## config.mk

```make
export PLATFORM = sky130hd
export DESIGN_NAME = fifo_read_serializer
export DESIGN_NICKNAME = d
export VERILOG_FILES = /design/src/rtl/fifo_ser_pkg.sv /design/src/rtl/fifo_read_serializer.sv
export SDC_FILE = /design/constraint.sdc
export NUM_CORES = 1
export LEC_CHECK = 0
export CORE_MARGIN = 10
export CORE_UTILIZATION = 50
export DETAILED_ROUTE_END_ITERATION = 12
export HOLD_SLACK_MARGIN = 0.05
export MAX_ROUTING_LAYER = met4
export PLACE_DENSITY = 0.84
export SYNTH_ARGS = -nofsm -noshare
export SYNTH_HDL_FRONTEND = slang
export SYNTH_SLANG_ARGS = --single-unit
```

## constraint.sdc

```tcl
create_clock -name clk_in -period 2.5 [get_ports clk_in]
set_input_delay 0.5 -clock clk_in [delete_from_list [all_inputs] [get_ports clk_in]]
set_output_delay 0.5 -clock clk_in [all_outputs]
set_load 0.02 [all_outputs]
```

## src/rtl/fifo_ser_pkg.sv

```systemverilog
// Shared types and helpers for the FIFO read serializer.
package fifo_ser_pkg;

    typedef enum logic {SER_IDLE, SER_SEND} ser_state_t;

    function automatic int unsigned beat_cnt_width(input int unsigned ratio);
        return (ratio > 32'd1) ? 32'($clog2(ratio)) : 32'd1;
    endfunction

endpackage

```

## src/rtl/fifo_read_serializer.sv

```systemverilog
// Pops words from a FIFO read port and streams them as OUT_WIDTH-bit beats on valid/ready.
// Define FIFO_SER_PARITY_EN to add the out_parity output.
module fifo_read_serializer
    import fifo_ser_pkg::*;
#(
    parameter int unsigned DATA_WIDTH = 32,
    parameter int unsigned OUT_WIDTH  = 8,
    parameter bit          MSB_FIRST  = 1'b0
) (
    input  logic                  clk_in,
    input  logic                  areset,
    input  logic                  fifo_empty,
    output logic                  fifo_rd,
    input  logic [DATA_WIDTH-1:0] fifo_data,
    output logic                  out_valid,
    input  logic                  out_ready,
    output logic [OUT_WIDTH-1:0]  out_data,
    output logic                  out_last,
`ifdef FIFO_SER_PARITY_EN
    output logic                  out_parity,
`endif
    output logic                  busy
);

    localparam int unsigned RATIO = DATA_WIDTH / OUT_WIDTH;
    localparam int unsigned CNT_W = beat_cnt_width(RATIO);

    if ((DATA_WIDTH % OUT_WIDTH) != 0 || OUT_WIDTH > DATA_WIDTH) begin : g_bad_cfg
        $error("fifo_read_serializer: DATA_WIDTH must be a non-zero multiple of OUT_WIDTH");
    end

    ser_state_t              state_q;
    logic [CNT_W-1:0]        cnt_q;
    logic [DATA_WIDTH-1:0]   word_q;
    logic [CNT_W-1:0]        beat_sel;
    logic                    beat_acc;
    logic [OUT_WIDTH-1:0]    slices [RATIO];

    for (genvar g = 0; g < RATIO; g++) begin : g_slice
        assign slices[g] = word_q[g*OUT_WIDTH +: OUT_WIDTH];
    end

    assign out_valid = (state_q == SER_SEND);
    assign busy      = out_valid;
    assign out_last  = (cnt_q == CNT_W'(RATIO - 1)) && out_valid;
    assign beat_acc  = out_valid && out_ready;
    assign beat_sel  = MSB_FIRST ? (CNT_W'(RATIO - 1) - cnt_q) : cnt_q;
    assign out_data  = out_valid ? slices[beat_sel] : '0;

    // Refill on the last accepted beat so a queued word follows without a bubble.
    assign fifo_rd = !areset && !fifo_empty && ((state_q == SER_IDLE) || (beat_acc && out_last));

`ifdef FIFO_SER_PARITY_EN
    assign out_parity = out_valid & (^out_data);
`endif

    // A pop outranks the last-beat return to idle.
    always_ff @(posedge clk_in or posedge areset) begin
        if (areset) begin
            state_q <= SER_IDLE;
            cnt_q   <= '0;
            word_q  <= '0;
        end else if (fifo_rd) begin
            state_q <= SER_SEND;
            cnt_q   <= '0;
            word_q  <= fifo_data;
        end else if (beat_acc) begin
            if (out_last) begin
                state_q <= SER_IDLE;
                cnt_q   <= '0;
            end else begin
                cnt_q <= cnt_q + CNT_W'(1);
            end
        end
    end

endmodule
```

Word-level counts from Yosys, hierarchy flattened
Index checks and enable logic that the tools add are counted. W data, S select, Z words.

Register bits: 35. Bits of input ports: 36. Output and inout port bits: 12. Logic and storage cells: 29.

$add $sub $neg: 1. Order comparisons: 1. Eq/ne operators: 1. Muxes and demuxes: 10. Bitwise operators: 2. Reduce and logical (&&, ||, !) cells: 11.

Operators with widths (count): $mux W8 (3); $bmux W8 S2 (1); $mux W2 (3); $logic_and A1 B1 Y1 (5); $reduce_bool A2 Y1 (2); $ge A3 B3 Y1 const B (1); $mux W1 (3); $not A2 Y3 (1); $add A2 B1 Y2 const B (1); $eq A2 B2 Y1 const B (1); $logic_not A1 Y1 (2); $reduce_and A2 Y1 (1); $logic_or A1 B1 Y1 (1); $not A1 Y1 (1).

Logic depth before layout (Yosys ltp)
Gate-level depths: netlist of run 1.

Depth after elaboration: 7. Depth in mapped cells: 5.

Least setup slack after synthesis of run 1
No wires, ideal clock.

Path kind: register to output. Start: register state_q, in the netlist busy. End: output port out_data[0]. Arrival: 1294 ps. Setup slack: 706 ps. Stages on the path, launching flop included: 5. Buffers on the path: 2. Cells stage by stage: dfrtp_1 > buf_2 > nand2b_1 > buf_1 > o22ai_1.

Longest elaborated chain between the ends: 1.

RTL lines: from (decl) (line fifo_read_serializer.sv:32) `ser_state_t state_q;`; from (signal assigned) (line fifo_read_serializer.sv:60) `state_q <= SER_IDLE;`; from (signal assigned) (line fifo_read_serializer.sv:64) `state_q <= SER_SEND;`; from (signal assigned) (line fifo_read_serializer.sv:69) `state_q <= SER_IDLE;`; $mux W8 (line fifo_read_serializer.sv:48) `assign out_data = out_valid ? slices[beat_sel] : '0;`; to (decl) (line fifo_read_serializer.sv:17) `output logic [OUT_WIDTH-1:0] out_data,`.

Every way passes these cells.

Worst setup path in the final report of run 1
Start: register cnt_q[0], in the netlist beat_sel[0]. End: output port out_data[3].

Longest elaborated chain between the ends: 5.

RTL lines: from (decl) (line fifo_read_serializer.sv:33) `logic [CNT_W-1:0] cnt_q;`; from (signal assigned) (line fifo_read_serializer.sv:72) `cnt_q <= cnt_q + CNT_W'(1);`; $not A2 Y3 (implied by the code) (line fifo_read_serializer.sv:48); $bmux W8 S2 (line fifo_read_serializer.sv:48); $mux W8 (implied by the code) (2 in a row) (line fifo_read_serializer.sv:48); $mux W8 (line fifo_read_serializer.sv:48).

Every way passes these cells. The select of a mux whose other input is x is not followed.

==> out/summary.json, run 1 <==
{
  "floorplan.core_area": {"value": 3080, "unit": "um^2"},
  "place_ws": {"value": 0.0286, "unit": "ns"},
  "fillerInstances": {"value": 232},
  "end_kind": {"value": "output port"},
  "root_buffer": {"value": "clkbuf_4"},
  "first_global_vias": {"value": 1249},
  "p_leak": {"value": 1.01, "unit": "nW"},
  "sequential_power_share": {"value": 35.8, "unit": "%"},
  "setup_viol_count_final": {"value": 0},
  "antenna_violating_nets_post_route": {"value": 0},
  "switching_share": {"value": 35.5, "unit": "%"},
  "htree_levels": {"value": 2},
  "post-route-util": {"value": 72.8, "unit": "%"},
  "synth_compound_gate_area_share": {"value": 5.71, "unit": "%"},
  "row_count": {"value": 20},
  "power_frac_comb": {"value": 49.7, "unit": "%"},
  "share_of_final_layout_standard_cells_stronger_than_drive_strength_1": {"value": 28.4, "unit": "%"},
  "r2r-end": {"value": "word_q[13]$_DFFE_PP0N_"},
  "post-route-period-util": {"value": 97.2, "unit": "%"},
  "drt-vias-per-instance": {"value": 5.25},
  "intPower": {"value": 1.83, "unit": "mW"},
  "timing.final.crit_period": {"value": 2.43, "unit": "ns"},
  "synth_area": {"value": 1620, "unit": "um^2"},
  "drt_first_pass_iters": {"value": 4},
  "worst_setup_path_start_kind": {"value": "flip-flop"},
  "place.gp.congestion": {"value": 0.736},
  "layout-area-overhead-vs-synth": {"value": 38.1, "unit": "%"},
  "min_to": {"value": "word_q[6]$_DFFE_PP0N_"},
  "via_count": {"value": 1118},
  "place_hpwl": {"value": 2890, "unit": "um"},
  "min_from": {"value": "word_q[6]$_DFFE_PP0N_"},
  "worstPathArrival": {"value": 1.93, "unit": "ns"},
  "maxSlewHeadroom": {"value": 72.1, "unit": "%"},
  "finalHoldViolations": {"value": 0},
  "io_pins": {"value": 48},
  "antenna_cells": {"value": 0},
  "yosys.area_share.xor_xnor": {"value": 0, "unit": "%"},
  "mapped_cells": {"value": 116},
  "first_pass_grt_wire_length": {"value": 6040, "unit": "um"},
  "synth.top_cells.by_area": {"value": "dfrtp_1, mux2_2, mux2i_1"},
  "min-delay-path-class": {"value": "flip-flop to flip-flop"},
  "synth.yosys.seq_area_share": {"value": 54.0, "unit": "%"},
  "drt-total-wl": {"value": 3760, "unit": "um"},
  "detail_route.drc_violations": {"value": 0},
  "worst_r2r_startpoint": {"value": "beat_sel[0]$_DFFE_PP0P_"},
  "worstSkewPairLatency": {"value": 0.32, "unit": "ns"},
  "total_clock_sinks": {"value": 35},
  "synth_area_per_cell": {"value": 14.0, "unit": "um^2"},
  "run_status": {"value": "finished, final reports clean"},
  "post_cts.repair.setup_buffers": {"value": 0},
  "post_drt_wl_per_cell": {"value": 17.7, "unit": "um"},
  "final_max_slew_viol_count": {"value": 0},
  "clk_pin_slew": {"value": 0.10, "unit": "ns"},
  "rsz0062_at_grt": {"value": "false"},
  "initial_drc_count": {"value": 35},
  "synth_top_family_by_area": {"value": "multiplexers"},
  "yosys.cell_types.count": {"value": 21},
  "synthAdderAreaFrac": {"value": 0.772, "unit": "%"},
  "place.port_buffers": {"value": 47},
  "fin_ws": {"value": 0.0701, "unit": "ns"},
  "cts_made_buffers": {"value": 5},
  "place_area": {"value": 2140, "unit": "um^2"},
  "fin_setup_tns": {"value": 0, "unit": "ns"},
  "finish.instance_area": {"value": 2240, "unit": "um^2"},
  "worstRegToRegCells": {"value": 5},
  "simple_gate_portion_of_the_synthesized_area": {"value": 3.32, "unit": "%"},
  "crit_required": {"value": 2.00, "unit": "ns"},
  "cts_hold_repair.buffers": {"value": 0},
  "floorplan.die_area": {"value": 5920, "unit": "um^2"},
  "synth.net_count": {"value": 153},
  "die-height": {"value": 77.0, "unit": "um"},
  "cts_tree": {"value": "built"},
  "transition_at_the_pin_with_the_smallest_max_transition_slack": {"value": 0.419, "unit": "ns"},
  "clock.fmax": {"value": 412, "unit": "MHz"},
  "grt_max_degree": {"value": 36},
  "areal_power_density_over_the_cells": {"value": 1270, "unit": "nW/um^2"},
  "total_of_flip_flops_plus_latches_after_synthesis": {"value": 35},
  "hold_path_depth": {"value": 1},
  "track_usage": {"value": 13.3, "unit": "%"},
  "switchingPower": {"value": 1.01, "unit": "mW"},
  "floorplan.initialDensity": {"value": 52.7, "unit": "%"},
  "power.ir.vdd_worst": {"value": 0.000941, "unit": "V"},
  "share_clk_of_total_power": {"value": 14.5, "unit": "%"},
  "cap_viol_max_count": {"value": 0},
  "die_x": {"value": 77.0, "unit": "um"},
  "setup.worst_path.class": {"value": "flip-flop to output port"},
  "warnings_from_yosys": {"value": 0},
  "antenna_found_initial": {"value": 0},
  "post_synth_mux_area_share": {"value": 32.1, "unit": "%"},
  "yosys.area.top_type_share": {"value": 54.0, "unit": "%"},
  "cts.path.max_buffers": {"value": 2},
  "layout.nets": {"value": 205},
  "dominant_cell_type_by_area_after_synthesis": {"value": "dfrtp_1"},
  "worst-r2r-setup-slack": {"value": 0.58, "unit": "ns"},
  "clock_skew": {"value": 0.00168, "unit": "ns"},
  "grt_overflow_total": {"value": 0},
  "timing.critical_path.fanout_max": {"value": 8}
}
worst max-delay path, cell delays in order (launching register included):
cell and delay (ns):
dfrtp_1 0.45, nand2b_2 0.29, o22ai_1 0.22, clkdlybuf4s50_1 0.65
state kept, by name, summed over array words and instances (netlist names):
| name | count |
|---|---|
| word_q | 32 |
| beat_sel | 2 |
| busy | 1 |
layer usage:
layer	track usage, %	part of all wire (%)
met2	23.1	54
met3	3.73	5.2
met4	5.76	2.4
met1	13.7	38
met5	-	0
placed cells by master (no fill, tap or decap):
cell type	synthesis	routed
clkdlybuf4s50_1	0	42
dfrtp_1	35	35
mux2_2	31	31
mux2i_1	16	16
o22ai_1	8	8
nand2_1	5	5
clkbuf_4	0	5
buf_4	2	5
dlymetal6s2s_1	0	4
or2_4	1	1
a21oi_4	1	1
o211ai_1	1	1
o31ai_1	1	1
nand2b_2	0	1
and2_1	1	1
inv_1	1	1
mux2_1	1	1
nand3b_1	1	1
nand2b_1	2	1
a21oi_1	1	1
a31oi_1	1	1
ha_1	1	1
clkinv_2	0	1
bufinv_16	0	1
clkbuf_8	0	1
dlygate4sd2_1	0	1
buf_12	0	1
cell families (layout without fill, tap and decap cells):
kind of cell    after synthesis  after routing
buf+inv                       9             62
mux                          48             48
compound gates               13             13
simple gates                 10             10
fa+ha+maj                     1              1
flops                        35             35
power by group through the flow:
stage	Sequential [mW]	Clock, mW	Combinational, mW
after floorplan	0.974	0	0.930
after global placement	0.997	0	1.38
after detailed placement	1.02	0	1.44
after CTS	1.01	0.425	1.44
after global routing	1.04	0.453	1.52
final	1.02	0.411	1.41
per-stage QoR:
| step | hold slack [ns] | instances | power [mW] |
|---|---|---|---|
| 6_report | 0.516 | 213 | 2.84 |
| 5_1_grt | 0.534 | 213 | 3.01 |
| 4_1_cts | 0.519 | 213 | 2.88 |
| 3_5_place_dp | 0.496 | 205 | 2.46 |
| 3_3_place_gp | 0.470 | 205 | 2.38 |
| 2_1_floorplan | 0.457 | 116 | 1.90 |
worst max-delay path by stage:
| stage | start | endpoint | slack, ns | cells after the start |
|---|---|---|---|---|
| floorplan | busy$_DFFE_PP0P_ | out_data[0] | 0.71 | 4 |
| global placement | areset | fifo_rd | 0.02 | 4 |
| detailed placement | areset | fifo_rd | 0.03 | 4 |
| CTS | beat_sel[0]$_DFFE_PP0P_ | out_data[5] | 0.0004 | 3 |
| global route | beat_sel[0]$_DFFE_PP0P_ | out_data[3] | 0.01 | 3 |
| finish | beat_sel[0]$_DFFE_PP0P_ | out_data[3] | 0.07 | 3 |
final cells by class:
| type | count | area, um^2 | share of cell area, % |
|---|---|---|---|
| Clock inverter | 2 | 35.0 | 1.56 |
| Inverter | 1 | 3.75 | 0.168 |
| Tap cell | 44 | 55.1 | 2.46 |
| Timing Repair Buffer | 53 | 537 | 24.0 |
| Multi-Input combinational cell | 72 | 682 | 30.4 |
| Clock buffer | 6 | 51.3 | 2.29 |
| Sequential cell | 35 | 876 | 39.1 |
timing repair:
item	4_1_cts	5_1_grt
setup endpoints to repair	1	8
endpoints found under the hold margin	0	0
resized for setup	1	5
Yosys cell counts, drive strengths merged:
cell    count
o211ai      1
nand2       5
o31ai       1
a21oi       2
ha          1
nand3b      1
or2         1
buf         8
mux2i      16
dfrtp      35
a31oi       1
nand2b      2
and2        1
mux2       32
inv         1
o22ai       8
Note: power is estimated with default switching activity, not from simulation.
==> run 2: changes to the inputs <==
Settings changed: CORE_MARGIN 10 to 4, PLACE_DENSITY 0.84 to not set, PLACE_DENSITY_LB_ADDON set to 0.08, SKIP_LAST_GASP set to 1.
==> out/summary.json, run 2 (same netlist as run 1, synthesis figures left out) <==
{
  "finalHoldViolations": {"value": 0, "change": "unchanged"},
  "grt_max_degree": {"value": 36, "change": "unchanged"},
  "floorplan.initialDensity": {"value": 52.7, "unit": "%", "change": "unchanged"},
  "transition_at_the_pin_with_the_smallest_max_transition_slack": {"value": 0.443, "unit": "ns", "change": "+0.0239 ns"},
  "drt-vias-per-instance": {"value": 5.15, "change": "-1.9%"},
  "worst-r2r-setup-slack": {"value": 0.62, "unit": "ns", "change": "+0.04 ns"},
  "cap_viol_max_count": {"value": 0, "change": "unchanged"},
  "grtUsageMet2": {"value": 31.4, "unit": "%", "change": "+8.3 points"},
  "clock_skew": {"value": 0.00424, "unit": "ns", "change": "+0.00256 ns"},
  "rsz0062_at_grt": {"value": "false"},
  "worstRegToRegCells": {"value": 5, "change": "unchanged"},
  "layout.nets": {"value": 205, "change": "unchanged"},
  "max_flop_register": {"value": "word_q"},
  "drt_first_pass_iters": {"value": 4, "change": "unchanged"},
  "antenna_violating_nets_post_route": {"value": 0, "change": "unchanged"},
  "areal_power_density_over_the_cells": {"value": 1220, "unit": "nW/um^2", "change": "-4.1%"},
  "hold_path_depth": {"value": 1, "change": "unchanged"},
  "crit_required": {"value": 2.00, "unit": "ns", "change": "about the same"},
  "grt_overflow_total": {"value": 0, "change": "unchanged"},
  "cts_tree": {"value": "built"},
  "worstPathArrival": {"value": 1.92, "unit": "ns", "change": "about the same"},
  "p_leak": {"value": 1.00, "unit": "nW", "change": "-0.49%"},
  "layout.cells.most_common": {"value": "clkdlybuf4s50_1"},
  "run_status": {"value": "finished, final reports clean"},
  "floorplan.die_area": {"value": 4220, "unit": "um^2", "change": "-29%"},
  "post-route-period-util": {"value": 96.7, "unit": "%", "change": "-0.54 points"},
  "via_count": {"value": 1086, "change": "-2.9%"},
  "row_count": {"value": 20, "change": "unchanged"},
  "clk_pin_slew": {"value": 0.10, "unit": "ns", "change": "about the same"},
  "clock.fmax": {"value": 414, "unit": "MHz", "change": "+0.56%"},
  "power.ir.vdd_worst": {"value": 0.000672, "unit": "V", "change": "-29%"},
  "place.port_buffers": {"value": 47, "change": "unchanged"},
  "post_cts.repair.setup_buffers": {"value": 0, "change": "unchanged"},
  "worst_setup_path_start_kind": {"value": "flip-flop"},
  "total_clock_sinks": {"value": 35, "change": "unchanged"},
  "detail_route.drc_violations": {"value": 0, "change": "unchanged"},
  "top_usage_layer": {"value": "met2"},
  "first_pass_grt_wire_length": {"value": 5770, "unit": "um", "change": "-4.6%"},
  "crit_path_cell_trace": {"value": "buf_4 -> mux2i_1 -> o22ai_1 -> clkdlybuf4s50_1"},
  "initial_drc_count": {"value": 71, "change": "+100%"},
  "antenna_found_initial": {"value": 0, "change": "unchanged"},
  "min-delay-path-class": {"value": "flip-flop to flip-flop"},
  "root_buffer": {"value": "clkbuf_4"},
  "place.gp.congestion": {"value": 0.695, "change": "-5.6%"},
  "largest_register_ffs": {"value": 32, "change": "unchanged"},
  "setup_viol_count_final": {"value": 0, "change": "unchanged"},
  "leading_cell_types_in_the_layout_fill_and_taps_excluded": {"value": "clkdlybuf4s50_1, dfrtp_1, mux2_2"},
  "drt-total-wl": {"value": 3500, "unit": "um", "change": "-7.0%"},
  "maxSlewHeadroom": {"value": 70.5, "unit": "%", "change": "-1.6 points"},
  "first_global_vias": {"value": 1207, "change": "-3.4%"},
  "fin_ws": {"value": 0.0836, "unit": "ns", "change": "+0.0135 ns"},
  "antenna_cells": {"value": 0, "change": "unchanged"},
  "timing.critical_path.fanout_max": {"value": 11, "change": "+3"},
  "critical_path.slowest_cell": {"value": "clkdlybuf4s50_1"},
  "layout-area-overhead-vs-synth": {"value": 35.0, "unit": "%"},
  "setup.worst_path.class": {"value": "flip-flop to output port"},
  "htree_levels": {"value": 2, "change": "unchanged"},
  "crit_path_max_incr_delay": {"value": 0.56, "unit": "ns", "change": "-0.09 ns"},
  "track_usage": {"value": 19.1, "unit": "%", "change": "+5.8 points"},
  "end_kind": {"value": "output port"},
  "worstSkewPairLatency": {"value": 0.34, "unit": "ns", "change": "+0.02 ns"},
  "grt_use_met1": {"value": 21.4, "unit": "%", "change": "+7.6 points"},
  "io_pins": {"value": 48, "change": "unchanged"},
  "post_drt_wl_per_cell": {"value": 16.6, "unit": "um", "change": "-6.1%"},
  "timing.final.crit_period": {"value": 2.42, "unit": "ns", "change": "-0.0135 ns"},
  "place_ws": {"value": 0.0238, "unit": "ns", "change": "-0.00484 ns"},
  "share_of_final_layout_standard_cells_stronger_than_drive_strength_1": {"value": 26.9, "unit": "%", "change": "-1.5 points"},
  "floorplan.core_area": {"value": 3080, "unit": "um^2", "change": "unchanged"},
  "globalRouteMet3Util": {"value": 6.41, "unit": "%", "change": "+2.7 points"},
  "die_x": {"value": 65.0, "unit": "um", "change": "-16%"},
  "fillerInstances": {"value": 237, "change": "+2.2%"},
  "final_max_slew_viol_count": {"value": 0, "change": "unchanged"},
  "die-height": {"value": 65.0, "unit": "um", "change": "-16%"},
  "fin_setup_tns": {"value": 0, "unit": "ns", "change": "unchanged"},
  "place_hpwl": {"value": 2500, "unit": "um", "change": "-14%"},
  "cts_made_buffers": {"value": 5, "change": "unchanged"},
  "cts.path.max_buffers": {"value": 2, "change": "unchanged"}
}
## run 2: cell type report
cell class	count	area, um^2	share of cell area (%)
clock buffer	6	41.3	1.89
inverter	1	3.75	0.172
multi-input combinational	72	682	31.2
sequential	35	876	40.0
tap	44	55.1	2.52
timing repair buffer	53	531	24.2
## run 2: critical path, delay by kind of cell (launching register included)
family          cells  cell delay (ns)
mux                 1             0.27
flops               1             0.40
buf+inv             2             0.80
compound gates      1             0.11
## run 2: what timing repair did
item                                    in CTS  in global routing
hold buffers                                 0                  0
pin swaps                                    0                  0
resized for setup                            1                  6
gates cloned                                 0                  0
endpoints found under the setup margin       4                  6
## run 2: stage by stage
stage	total power, mW	instance area (um^2)	hold slack [ns]	std cells	util (%)
after floorplan	1.90	1620	0.457	116	-
after global placement	2.36	2130	0.472	205	69.2
after detailed placement	2.42	2130	0.474	205	69.2
after CTS	2.70	2170	0.497	211	70.6
after global routing	2.85	2190	0.517	211	71.1
final	2.66	2190	0.502	211	71.1
## run 2: layer usage
layer,vias to the layer above,part of all wire (%)
met4,0,1.9
li1,521,-
met3,8,5.5
met5,-,0
met1,531,41
met2,26,52
## run 2: worst paths after layout
kind                                              start                     end
worst max-delay path            beat_sel[1]$_DFFE_PP0P_             out_data[6]
worst min-delay path             word_q[14]$_DFFE_PP0N_  word_q[14]$_DFFE_PP0N_
worst max register to register  beat_sel[0]$_DFFE_PP0P_   word_q[9]$_DFFE_PP0N_
worst min register to register   word_q[14]$_DFFE_PP0N_  word_q[14]$_DFFE_PP0N_
max in group asynchronous                        areset  word_q[12]$_DFFE_PP0N_
min in group asynchronous                        areset  word_q[30]$_DFFE_PP0N_
## run 2: power by group
group,internal [mW],total (mW),leakage [nW],switching [mW]
registers,0.851,1.01,0.417,0.157
logic,0.736,1.38,0.561,0.639
clock network,0.0999,0.276,0.0242,0.176
==> run 3: changes to the inputs <==
Settings changed: CORE_MARGIN 4 to 2, REMOVE_ABC_BUFFERS set to 1.
==> out/summary.json, run 3 (same netlist as run 1, synthesis figures left out) <==
{
  "worstPathArrival": {"value": 1.92, "unit": "ns", "change": "about the same"},
  "grt_overflow_total": {"value": 0, "change": "unchanged"},
  "drt_first_pass_iters": {"value": 4, "change": "unchanged"},
  "detail_route.drc_violations": {"value": 0, "change": "unchanged"},
  "leading_cell_types_in_the_layout_fill_and_taps_excluded": {"value": "clkdlybuf4s50_1, dfrtp_1, mux2_2"},
  "post-route-period-util": {"value": 96.6, "unit": "%", "change": "about the same"},
  "place_hpwl": {"value": 2290, "unit": "um", "change": "-8.0%"},
  "power.ir.vdd_worst": {"value": 0.000710, "unit": "V", "change": "+5.6%"},
  "setup_viol_count_final": {"value": 0, "change": "unchanged"},
  "max_flop_register": {"value": "word_q"},
  "p_leak": {"value": 0.960, "unit": "nW", "change": "-4.2%"},
  "floorplan.initialDensity": {"value": 52.7, "unit": "%", "change": "unchanged"},
  "place.port_buffers": {"value": 47, "change": "unchanged"},
  "multi_input_area": {"value": 682, "unit": "um^2", "change": "unchanged"},
  "end_kind": {"value": "output port"},
  "drt-total-wl": {"value": 3200, "unit": "um", "change": "-8.7%"},
  "floorplan.die_area": {"value": 3710, "unit": "um^2", "change": "-12%"},
  "transition_at_the_pin_with_the_smallest_max_transition_slack": {"value": 0.434, "unit": "ns", "change": "-0.00918 ns"},
  "worstRegToRegCells": {"value": 5, "change": "unchanged"},
  "share_of_final_layout_standard_cells_stronger_than_drive_strength_1": {"value": 26.9, "unit": "%", "change": "unchanged"},
  "rsz0062_at_grt": {"value": "false"},
  "timing.critical_path.fanout_max": {"value": 8, "change": "-3"},
  "layout-area-overhead-vs-synth": {"value": 35.7, "unit": "%"},
  "cts_made_buffers": {"value": 5, "change": "unchanged"},
  "worst_setup_path_start_kind": {"value": "flip-flop"},
  "final_max_slew_viol_count": {"value": 0, "change": "unchanged"},
  "areal_power_density_over_the_cells": {"value": 1250, "unit": "nW/um^2", "change": "+3.1%"},
  "run_status": {"value": "finished, final reports clean"},
  "clock_skew": {"value": 0.00570, "unit": "ns", "change": "+0.00146 ns"},
  "finalHoldViolations": {"value": 0, "change": "unchanged"},
  "grt_max_degree": {"value": 36, "change": "unchanged"},
  "post_drt_wl_per_cell": {"value": 15.1, "unit": "um", "change": "-8.7%"},
  "cts.path.max_buffers": {"value": 2, "change": "unchanged"},
  "worst-r2r-setup-slack": {"value": 0.67, "unit": "ns", "change": "+0.05 ns"},
  "worstSkewPairLatency": {"value": 0.34, "unit": "ns", "change": "about the same"},
  "cell_count_after_placement": {"value": 204, "change": "-0.49%"},
  "row_count": {"value": 20, "change": "unchanged"},
  "via_count": {"value": 1079, "change": "-0.64%"},
  "total_clock_sinks": {"value": 35, "change": "unchanged"},
  "maxSlewHeadroom": {"value": 71.1, "unit": "%", "change": "+0.61 points"},
  "timing.final.crit_period": {"value": 2.42, "unit": "ns", "change": "-0.000551 ns"},
  "fin_setup_tns": {"value": 0, "unit": "ns", "change": "unchanged"},
  "cts_tree": {"value": "built"},
  "place_ws": {"value": 0.0574, "unit": "ns", "change": "+0.0336 ns"},
  "largest_register_ffs": {"value": 32, "change": "unchanged"},
  "fin_ws": {"value": 0.0842, "unit": "ns", "change": "+0.000551 ns"},
  "hold_path_depth": {"value": 1, "change": "unchanged"},
  "io_pins": {"value": 48, "change": "unchanged"},
  "first_pass_grt_wire_length": {"value": 5150, "unit": "um", "change": "-11%"},
  "htree_levels": {"value": 2, "change": "unchanged"},
  "root_buffer": {"value": "clkbuf_4"},
  "register_area": {"value": 876, "unit": "um^2", "change": "unchanged"},
  "place.gp.congestion": {"value": 0.827, "change": "+19%"},
  "finish.cell_count_without_fillers": {"value": 211, "change": "unchanged"},
  "post_cts.repair.setup_buffers": {"value": 0, "change": "unchanged"},
  "antenna_found_initial": {"value": 0, "change": "unchanged"},
  "finish.instance_area": {"value": 2200, "unit": "um^2", "change": "+0.57%"},
  "fillerInstances": {"value": 232, "change": "-2.1%"},
  "track_usage": {"value": 20.5, "unit": "%", "change": "+1.3 points"},
  "crit_required": {"value": 2.00, "unit": "ns", "change": "about the same"},
  "layout.cells.most_common": {"value": "clkdlybuf4s50_1"},
  "floorplan.core_area": {"value": 3080, "unit": "um^2", "change": "unchanged"},
  "drt-vias-per-instance": {"value": 5.11, "change": "-0.64%"},
  "place_area": {"value": 2120, "unit": "um^2", "change": "-0.35%"},
  "initial_drc_count": {"value": 43, "change": "-39%"},
  "die_x": {"value": 61.0, "unit": "um", "change": "-6.2%"},
  "p_total": {"value": 2.76, "unit": "mW", "change": "+3.7%"},
  "first_global_vias": {"value": 1135, "change": "-6.0%"},
  "antenna_violating_nets_post_route": {"value": 0, "change": "unchanged"},
  "clk_pin_slew": {"value": 0.09, "unit": "ns", "change": "about the same"},
  "cap_viol_max_count": {"value": 0, "change": "unchanged"},
  "layout.nets": {"value": 204, "change": "-0.49%"},
  "antenna_cells": {"value": 0, "change": "unchanged"},
  "clock.fmax": {"value": 414, "unit": "MHz", "change": "about the same"},
  "setup.worst_path.class": {"value": "flip-flop to output port"},
  "min-delay-path-class": {"value": "flip-flop to flip-flop"},
  "die-height": {"value": 61.0, "unit": "um", "change": "-6.2%"}
}
-- run 3: cell count changes in the layout (fill, tap and decap cells not counted), sizes merged --
cell,previous run,this run
clkdlybuf4s50,41,45
dlymetal6s2s,6,2
buf,6,5
bufinv,0,1
-- run 3: final timing paths --
check	to	start
max	out_data[4]	beat_sel[0]$_DFFE_PP0P_
min	word_q[8]$_DFFE_PP0N_	word_q[8]$_DFFE_PP0N_
max reg2reg	word_q[22]$_DFFE_PP0N_	beat_sel[0]$_DFFE_PP0P_
min reg2reg	word_q[8]$_DFFE_PP0N_	word_q[8]$_DFFE_PP0N_
max in group asynchronous	word_q[22]$_DFFE_PP0N_	areset
min in group asynchronous	word_q[20]$_DFFE_PP0N_	areset
-- run 3: where the power goes --
group / leakage (nW) / internal, mW / total (mW) / switching [mW]
logic: 0.504 / 0.747 / 1.36 / 0.612
clock network: 0.0383 / 0.206 / 0.388 / 0.182
registers: 0.417 / 0.851 / 1.01 / 0.160
total: 0.960 / 1.80 / 2.76 / 0.954
-- run 3: timing repair --
item / in CTS / in global routing
hold buffers: 0 / 0
resized for setup: 1 / 2
hold endpoints to repair: 0 / 0
setup endpoints to repair: 2 / 2
pin swaps: 0 / 0
-- run 3: through the flow --
step / hold WS [ns] / utilization (%)
2_1_floorplan: 0.457 / -
3_3_place_gp: 0.471 / 68.9
3_5_place_dp: 0.496 / 68.9
4_1_cts: 0.518 / 71.3
5_1_grt: 0.535 / 71.5
6_report: 0.514 / 71.5
-- run 3: per-layer routing --
layer,wire length (um),vias to the layer above,track usage (%),part of all wire [%]
li1,-,520,-,-
met3,193,6,7.89,6.0
met2,1670,34,33.3,52
met5,0,-,-,0
met4,44,0,7.14,1.4
met1,1290,519,22.9,40
-- run 3: final cells by class --
class | count | share of cell area [%]
Clock buffer | 6 | 1.88
Multi-Input combinational cell | 72 | 31.0
Tap cell | 44 | 2.50
Timing Repair Buffer | 52 | 23.3
Sequential cell | 35 | 39.8
Clock inverter | 1 | 1.36
Inverter | 1 | 0.171
-- run 3: worst max-delay path, stage by stage, from the launching register on --
cell             delay, ns
dfrtp_1               0.44
nand2b_2              0.30
o22ai_1               0.20
clkdlybuf4s50_1       0.64
